File: config.mk
export PLATFORM = sky130hd
export DESIGN_NAME = aes_cbc_ctrl
export DESIGN_NICKNAME = d
export VERILOG_FILES = /design/src/rtl/aes_cbc_ctrl_pkg.sv /design/src/rtl/aes_cbc_ctrl.sv
export SDC_FILE = /design/constraint.sdc
export NUM_CORES = 1
export LEC_CHECK = 0
export CAP_MARGIN = 30
export CORE_AREA = 2 2 266 268
export CTS_BUF_LIST = sky130_fd_sc_hd__clkbuf_4
export DETAILED_ROUTE_END_ITERATION = 7
export DIE_AREA = 0 0 268 270
export GPL_TIMING_DRIVEN = 0
export PLACE_DENSITY = 0.59
export SYNTH_ARGS = -nofsm -noshare
export SYNTH_HDL_FRONTEND = slang
export SYNTH_SLANG_ARGS = --single-unit
File: constraint.sdc
create_clock -name clk -period 2.1 [get_ports clk]
set_input_delay 0.525 -clock clk [delete_from_list [all_inputs] [get_ports clk]]
set_output_delay 0.525 -clock clk [all_outputs]
set_load 0.005 [all_outputs]
File: src/rtl/aes_cbc_ctrl_pkg.sv
// ---------------------------------------------------------------------------
// aes_cbc_ctrl_pkg
//   Shared constants for the AES block-mode controller and its cipher core
//   interface: block/counter widths, chaining-mode encodings, core handshake
//   levels and the controller state encoding. Also holds the helper that
//   forms the block presented to the core.
// ---------------------------------------------------------------------------
package aes_cbc_ctrl_pkg;

  localparam int BLOCK_W = 128;
  localparam int CNT_W   = 32;

  // Chaining modes
  localparam logic MODE_ECB = 1'b0;
  localparam logic MODE_CBC = 1'b1;

  // Core control levels: core_ready is high while the core is idle/done
  localparam logic CORE_IDLE = 1'b1;
  localparam logic CORE_BUSY = 1'b0;

  typedef enum logic [2:0] {
    ST_IDLE    = 3'd0,
    ST_ISSUE   = 3'd1,
    ST_WAIT_LO = 3'd2,
    ST_WAIT_HI = 3'd3,
    ST_OUT     = 3'd4
  } state_t;

  // Block handed to the core: plaintext alone in ECB, whitened with the
  // chaining value in CBC.
  function automatic logic [BLOCK_W-1:0] form_block(
    input logic [BLOCK_W-1:0] data,
    input logic [BLOCK_W-1:0] chain,
    input logic               blk_mode
  );
    return (blk_mode == MODE_CBC) ? (data ^ chain) : data;
  endfunction

endpackage

File: src/rtl/aes_cbc_ctrl.sv
// ---------------------------------------------------------------------------
// aes_cbc_ctrl
//   Sequences one 128-bit block at a time through an external cipher core in
//   ECB or CBC mode, with ready/valid handshakes on both sides.
//
// Ports
//   clk          sole clock, rising edge
//   reset        synchronous, active-low
//   mode         0 = ECB, 1 = CBC, sampled when a block is accepted
//   iv, iv_load  chaining value and its load strobe (honoured in IDLE only)
//   in_valid/in_ready/in_data      upstream plaintext handshake
//   core_init    one-cycle start pulse to the core
//   core_block   registered block presented to the core
//   core_result  core output block
//   core_ready   core idle/done flag (drops after init, rises when done)
//   out_valid/out_ready/out_data   downstream ciphertext handshake
//   blk_count    number of completed (handed-off) blocks, wraps mod 2^32
// ---------------------------------------------------------------------------
module aes_cbc_ctrl
  import aes_cbc_ctrl_pkg::*;
(
  input  logic               clk,
  input  logic               reset,
  input  logic               mode,
  input  logic [BLOCK_W-1:0] iv,
  input  logic               iv_load,
  input  logic               in_valid,
  output logic               in_ready,
  input  logic [BLOCK_W-1:0] in_data,
  output logic               core_init,
  output logic [BLOCK_W-1:0] core_block,
  input  logic [BLOCK_W-1:0] core_result,
  input  logic               core_ready,
  output logic               out_valid,
  input  logic               out_ready,
  output logic [BLOCK_W-1:0] out_data,
  output logic [CNT_W-1:0]   blk_count
);

  state_t             state_reg, state_next;
  logic               mode_reg, mode_next;
  logic [BLOCK_W-1:0] chain_reg, chain_next;
  logic [BLOCK_W-1:0] core_block_reg, core_block_next;
  logic [BLOCK_W-1:0] out_data_reg, out_data_next;
  logic [CNT_W-1:0]   blk_count_reg, blk_count_next;

  // Chaining value seen by a block accepted this cycle: a coincident iv_load
  // wins so the block uses the freshly loaded iv.
  logic [BLOCK_W-1:0] chain_eff;
  assign chain_eff = iv_load ? iv : chain_reg;

  always_comb begin
    state_next      = state_reg;
    mode_next       = mode_reg;
    chain_next      = chain_reg;
    core_block_next = core_block_reg;
    out_data_next   = out_data_reg;
    blk_count_next  = blk_count_reg;
    in_ready        = 1'b0;
    core_init       = 1'b0;
    out_valid       = 1'b0;

    case (state_reg)
      ST_IDLE: begin
        in_ready = (core_ready == CORE_IDLE);
        if (iv_load) begin
          chain_next = iv;
        end
        if (in_valid && core_ready == CORE_IDLE) begin
          mode_next       = mode;
          core_block_next = form_block(in_data, chain_eff, mode);
          state_next      = ST_ISSUE;
        end
      end

      ST_ISSUE: begin
        core_init  = 1'b1;
        state_next = ST_WAIT_LO;
      end

      // Wait for the core to acknowledge the start by dropping ready, so a
      // still-high ready from the previous block is not mistaken for done.
      ST_WAIT_LO: begin
        if (core_ready == CORE_BUSY) begin
          state_next = ST_WAIT_HI;
        end
      end

      ST_WAIT_HI: begin
        if (core_ready == CORE_IDLE) begin
          out_data_next = core_result;
          if (mode_reg == MODE_CBC) begin
            chain_next = core_result;
          end
          state_next = ST_OUT;
        end
      end

      ST_OUT: begin
        out_valid = 1'b1;
        if (out_ready) begin
          blk_count_next = blk_count_reg + 1'b1;
          state_next     = ST_IDLE;
        end
      end

      default: begin
        state_next = ST_IDLE;
      end
    endcase
  end

  always_ff @(posedge clk) begin
    if (!reset) begin
      state_reg      <= ST_IDLE;
      mode_reg       <= MODE_ECB;
      chain_reg      <= '0;
      core_block_reg <= '0;
      out_data_reg   <= '0;
      blk_count_reg  <= '0;
    end else begin
      state_reg      <= state_next;
      mode_reg       <= mode_next;
      chain_reg      <= chain_next;
      core_block_reg <= core_block_next;
      out_data_reg   <= out_data_next;
      blk_count_reg  <= blk_count_next;
    end
  end

  assign core_block = core_block_reg;
  assign out_data   = out_data_reg;
  assign blk_count  = blk_count_reg;

endmodule
# After elaboration in Yosys (flattened, before gate mapping)
# Cells that the tools add are included.
# totals
regBits,420
latchBits,0
ram_bits,0
mem_bits_ro,0
in_bits,391
output_inout_bits,291
word_cells,38
memories,0
# op_classes
addsub,1
mul,0
div,0
magnitude_cmp,0
eq_ne,9
shift,0
n_mux,13
bitwise_logic,1
n_reduce_logical,8
# ops
operator,count
two-way mux 128 bit,4
one-hot mux 128 bit (2 select lines),1
XOR 128 bit,1
adder 32 x 1 -> 32 bit (second input constant),1
one-hot mux 3 bit (5 select lines),1
two-way mux 3 bit,4
inequality test 2 bit (second input constant),5
== test 3 x 2 -> 1 bit (second input constant),2
AND reduction 2 bit,3
AND reduction 4 bit,1
== test 3 x 1 -> 1 bit (second input constant),1
== test 3 bit (second input constant),1
logical NOT 3 bit,1
two-way mux 1 bit,3
AND reduction 3 bit,1
nonzero test 2 bit,1
logical AND 1 bit,1

# Depth between registers and ports, before layout
# logic_depth
depth_word,3
mapped_depth,8
ltp_nobuf,5

# Least setup slack after synthesis
# Ideal clock, no wire load.
# synth_timing
path_type,reg-to-reg
from,register blk_count_reg[0] (netlist: blk_count[0])
to,register blk_count_reg[22] (netlist: blk_count[22])
setup_ps,70
t_arrival_ps,1891
t_required_ps,2030
setup_slack_ps,139
path_stages_with_launch,7
path_buffers,1
period_less_slack_ps,1961
cell_sequence,dfxtp_1 -> ha_1 -> inv_1 -> or4_1 -> buf_2 -> or4_1 -> a21oi_1
# synth_via
elab_chain_cells,1
# synth_lines
item,line_no,source
from (decl),aes_cbc_ctrl.sv:45,"logic [CNT_W-1:0] blk_count_reg, blk_count_next;"
from (signal assigned),aes_cbc_ctrl.sv:127,blk_count_reg <= blk_count_next;
adder 32 x 1 -> 32 bit,aes_cbc_ctrl.sv:102,blk_count_next = blk_count_reg + 1'b1;
# No other way between the ends.
# A chain may end at the register's enable or synchronous reset.

# Final worst setup path
# layout_timing
from,register state_reg[2]
to,output port in_ready
# layout_via
elab_chain_cells,2
# layout_lines
item,line_no,source
from (decl),aes_cbc_ctrl.sv:40,"state_t state_reg, state_next;"
from (signal assigned),aes_cbc_ctrl.sv:122,state_reg <= state_next;
logical NOT 3 bit,aes_cbc_ctrl.sv:63,case (state_reg)
two-way mux 1 bit,aes_cbc_ctrl.sv:63,
to (decl),aes_cbc_ctrl.sv:28,"output logic in_ready,"
# No other way between the ends.

==> impl_metrics.toml <==
[status]
outcome = "finished, violations left"
violations = "setup timing"

[detailed_routing]
vias = 20102
first_pass_iters = 5
wl_microns = 89200
drtIter0Drc = 1278
postRouteAntennaNets = 0
routedWlPerCell_microns = 21.0
post-route-drc-count = 0
vias_per_cell = 4.74

[sta]
rsz0062_at_grt = "true"
setup_violations = 3
fmaxAchievable_mhz = 422
fin_hold_ws_ns = 0.181
report.final.slew_viol_count = 0
min_period_ns = 2.37
hold_viol = 0
finalCritPeriodShare_pct = 113
setup_ws_ns = -0.270
final.setup_skew_ns = 0.0888
worstMarginPinSlew_ns = 0.990
max_slew_margin_pct = 34.0

[yosys]
async_flop_share_pct = 0
ys_ff_latch = 420
avgSynthCellArea_sq_um = 8.13
syn_nets = 2743
synth-seq-area-share_pct = 44.0
syn_inst = 2351
synth_cell_type_count = 44
netlist_area_sq_um = 19100
synth_top_flop_cell = "dfxtp_1"
synth_edf_count = 0
ys_warn_count = 0

[global_routing]
grt_pass1_wl_microns = 129000
grtUsageTotal_pct = 23.8
grt_max_degree = 19
grt_pass1_vias = 19809
gr-total-overflow = 0
antenna_found_initial = 24

[die]
io_pins = 682
dieArea_sq_um = 72400
core_sq_um = 69500
num_rows = 97
start_util_pct = 27.5
die_y_microns = 270
die_w_microns = 268

[pwr]
intPower_mw = 14.6
p_leak_nw = 11.4
switching_power_mw = 6.53
p_per_area_nw_per_um2 = 729
pwr-share-seq_pct = 42.0
netSwitchingFraction_pct = 30.8
p_clk_share_pct = 35.9
peakVddDrop_mv = 0.321
combPwrFrac_pct = 22.1

[critical_path]
worstSetupEndpointType = "output pin"
cp.required_ns = 1.57
worstReg2RegStart = "state_reg[1]"
crit_type = "reg -> out"
cp_cell_sequence = "buf_8 > nor4b_4 > buf_2"
reg2reg_slack_ns = 0.07
timing.critical_path.from = "state_reg[2]"
cpPeakStageDelay_ns = 0.34
critical_path_arrival_ns = 1.85
critPathLaunchType = "flip-flop"
crit_path_max_fanout = 4
cp_slowest_cell = "dfxtp_2"

[placed_design]
port_buffers = 679
gp_congestion = 0.924
hpwl_microns = 68500
place_inst = 3979

[cells_and_area]
nets = 3591
layout.area.seq_sq_um = 8600
layoutNonFillerInstCount = 4244
multi_input_area_sq_um = 9950
final_common_cell = "nand2_1"
area_growth_pct = 51.8
final_cell_mix = "525 x nand2_1, 388 x clkdlybuf4s50_1, 317 x dfxtp_1"
drive_gt1_share_pct = 20.0
nFillCells = 7264

[clocking]
clock_latency_ns = 0.92
cts_hold_buf = 0
clock_path_buffers = 3
clock-sinks = 420
htree_levels = 3
cts_tree = "done"
clk_pin_slew_worst_paths_ns = 0.07
cts-buffers-inserted = 119
ctsRootBufferMaster = "clkbuf_4"

[min_path]
hp-class = "in -> reg"
holdCritStartpoint = "core_result[4]"

[run]
maxCapViolCount = 0
[metrics by stage]
| step | setup TNS, ns | power, mW | cell area, sq um | setup slack [ns] | utilization (%) |
|---|---|---|---|---|---|
| floorplan | 0 | 11.4 | 19100 | 0.139 | - |
| global placement | -482.44 | 13.7 | 27100 | -1.86 | 38.9 |
| detailed placement | -303.33 | 13.8 | 27200 | -1.08 | 39.2 |
| CTS | -0.979 | 21.4 | 28800 | -0.369 | 41.4 |
| global route | -1.49 | 22.3 | 29000 | -0.379 | 41.7 |
| finish | -0.635 | 21.2 | 29000 | -0.270 | 41.7 |
[worst max-delay path: cells and delay by family (launching register included)]
| family | cells | cell delay [ns] |
|---|---|---|
| simple gates | 1 | 0.29 |
| buf+inv | 2 | 0.31 |
| flops | 1 | 0.34 |
[worst paths after layout]
check / endpoint / cells after the start
max reg2reg: chain_reg[32] / 8
min: out_data[4] / 3
min reg2reg: chain_reg[84] / 2
max: in_ready / 3
[what timing repair did]
action                     in CTS  in global routing
resized for setup             974                106
setup endpoints to repair     673                247
pin swaps                       4                  6
setup buffers                  38                  6
cloned                          0                  0
[power by group through the flow]
stage / registers, mW / logic (mW) / clock network, mW
5_1_grt: 8.96 / 5.09 / 8.26
4_1_cts: 8.89 / 4.62 / 7.87
2_1_floorplan: 9.03 / 2.32 / 0
3_3_place_gp: 9.07 / 4.65 / 0
6_report: 8.90 / 4.67 / 7.59
3_5_place_dp: 9.08 / 4.72 / 0
[cells in the mapped netlist, types with 8 or more instances]
master      n  share of area, %
a211oi_1  129               5.1
a21oi_1   272               7.1
buf_2      50               1.3
clkbuf_1  139               2.7
dfxtp_1   420                44
inv_1      11              0.22
mux2_2     28               1.7
mux2i_1   102               5.3
nand2_1   525                10
nand3_1     9              0.24
nor2_1    202               4.0
nor2b_1    99               3.2
o211ai_1   98               3.9
or3_1      39               1.3
or4_1       8              0.31
xnor2_1   107               4.9
xor2_1     31               1.4
[per-layer routing]
layer | part of all wire [%] | GRT usage (%)
met3 | 7.1 | 6.12
met5 | 0.018 | 0
met2 | 48 | 39.1
met4 | 3.3 | 9.29
met1 | 42 | 29.5
[layout make-up]
type                            count  area share (%)
Buffer                            192            3.48
Tap cell                          940            4.05
Antenna cell                       23           0.198
Clock inverter                     32           0.617
Timing Repair Buffer              731            23.1
Inverter                           12           0.155
Multi-Input combinational cell   1723            34.3
Clock buffer                      171            4.43
Sequential cell                   420            29.7
[kinds of logic (layout without fill, tap and decap cells)]
logic type	Yosys count	after routing	synth area share (%)
adders and majority gates	1	1	0.0655
muxes	132	132	7.11
xor gates and xnor gates	138	138	6.33
other	0	23	0
and+or+nand+nor	924	924	20.9
AOI/OAI and AO/OA	528	528	17.2
DFF	420	420	44.0
buffers and inverters	208	1138	4.45
Note: power is estimated with default switching activity, not from simulation.
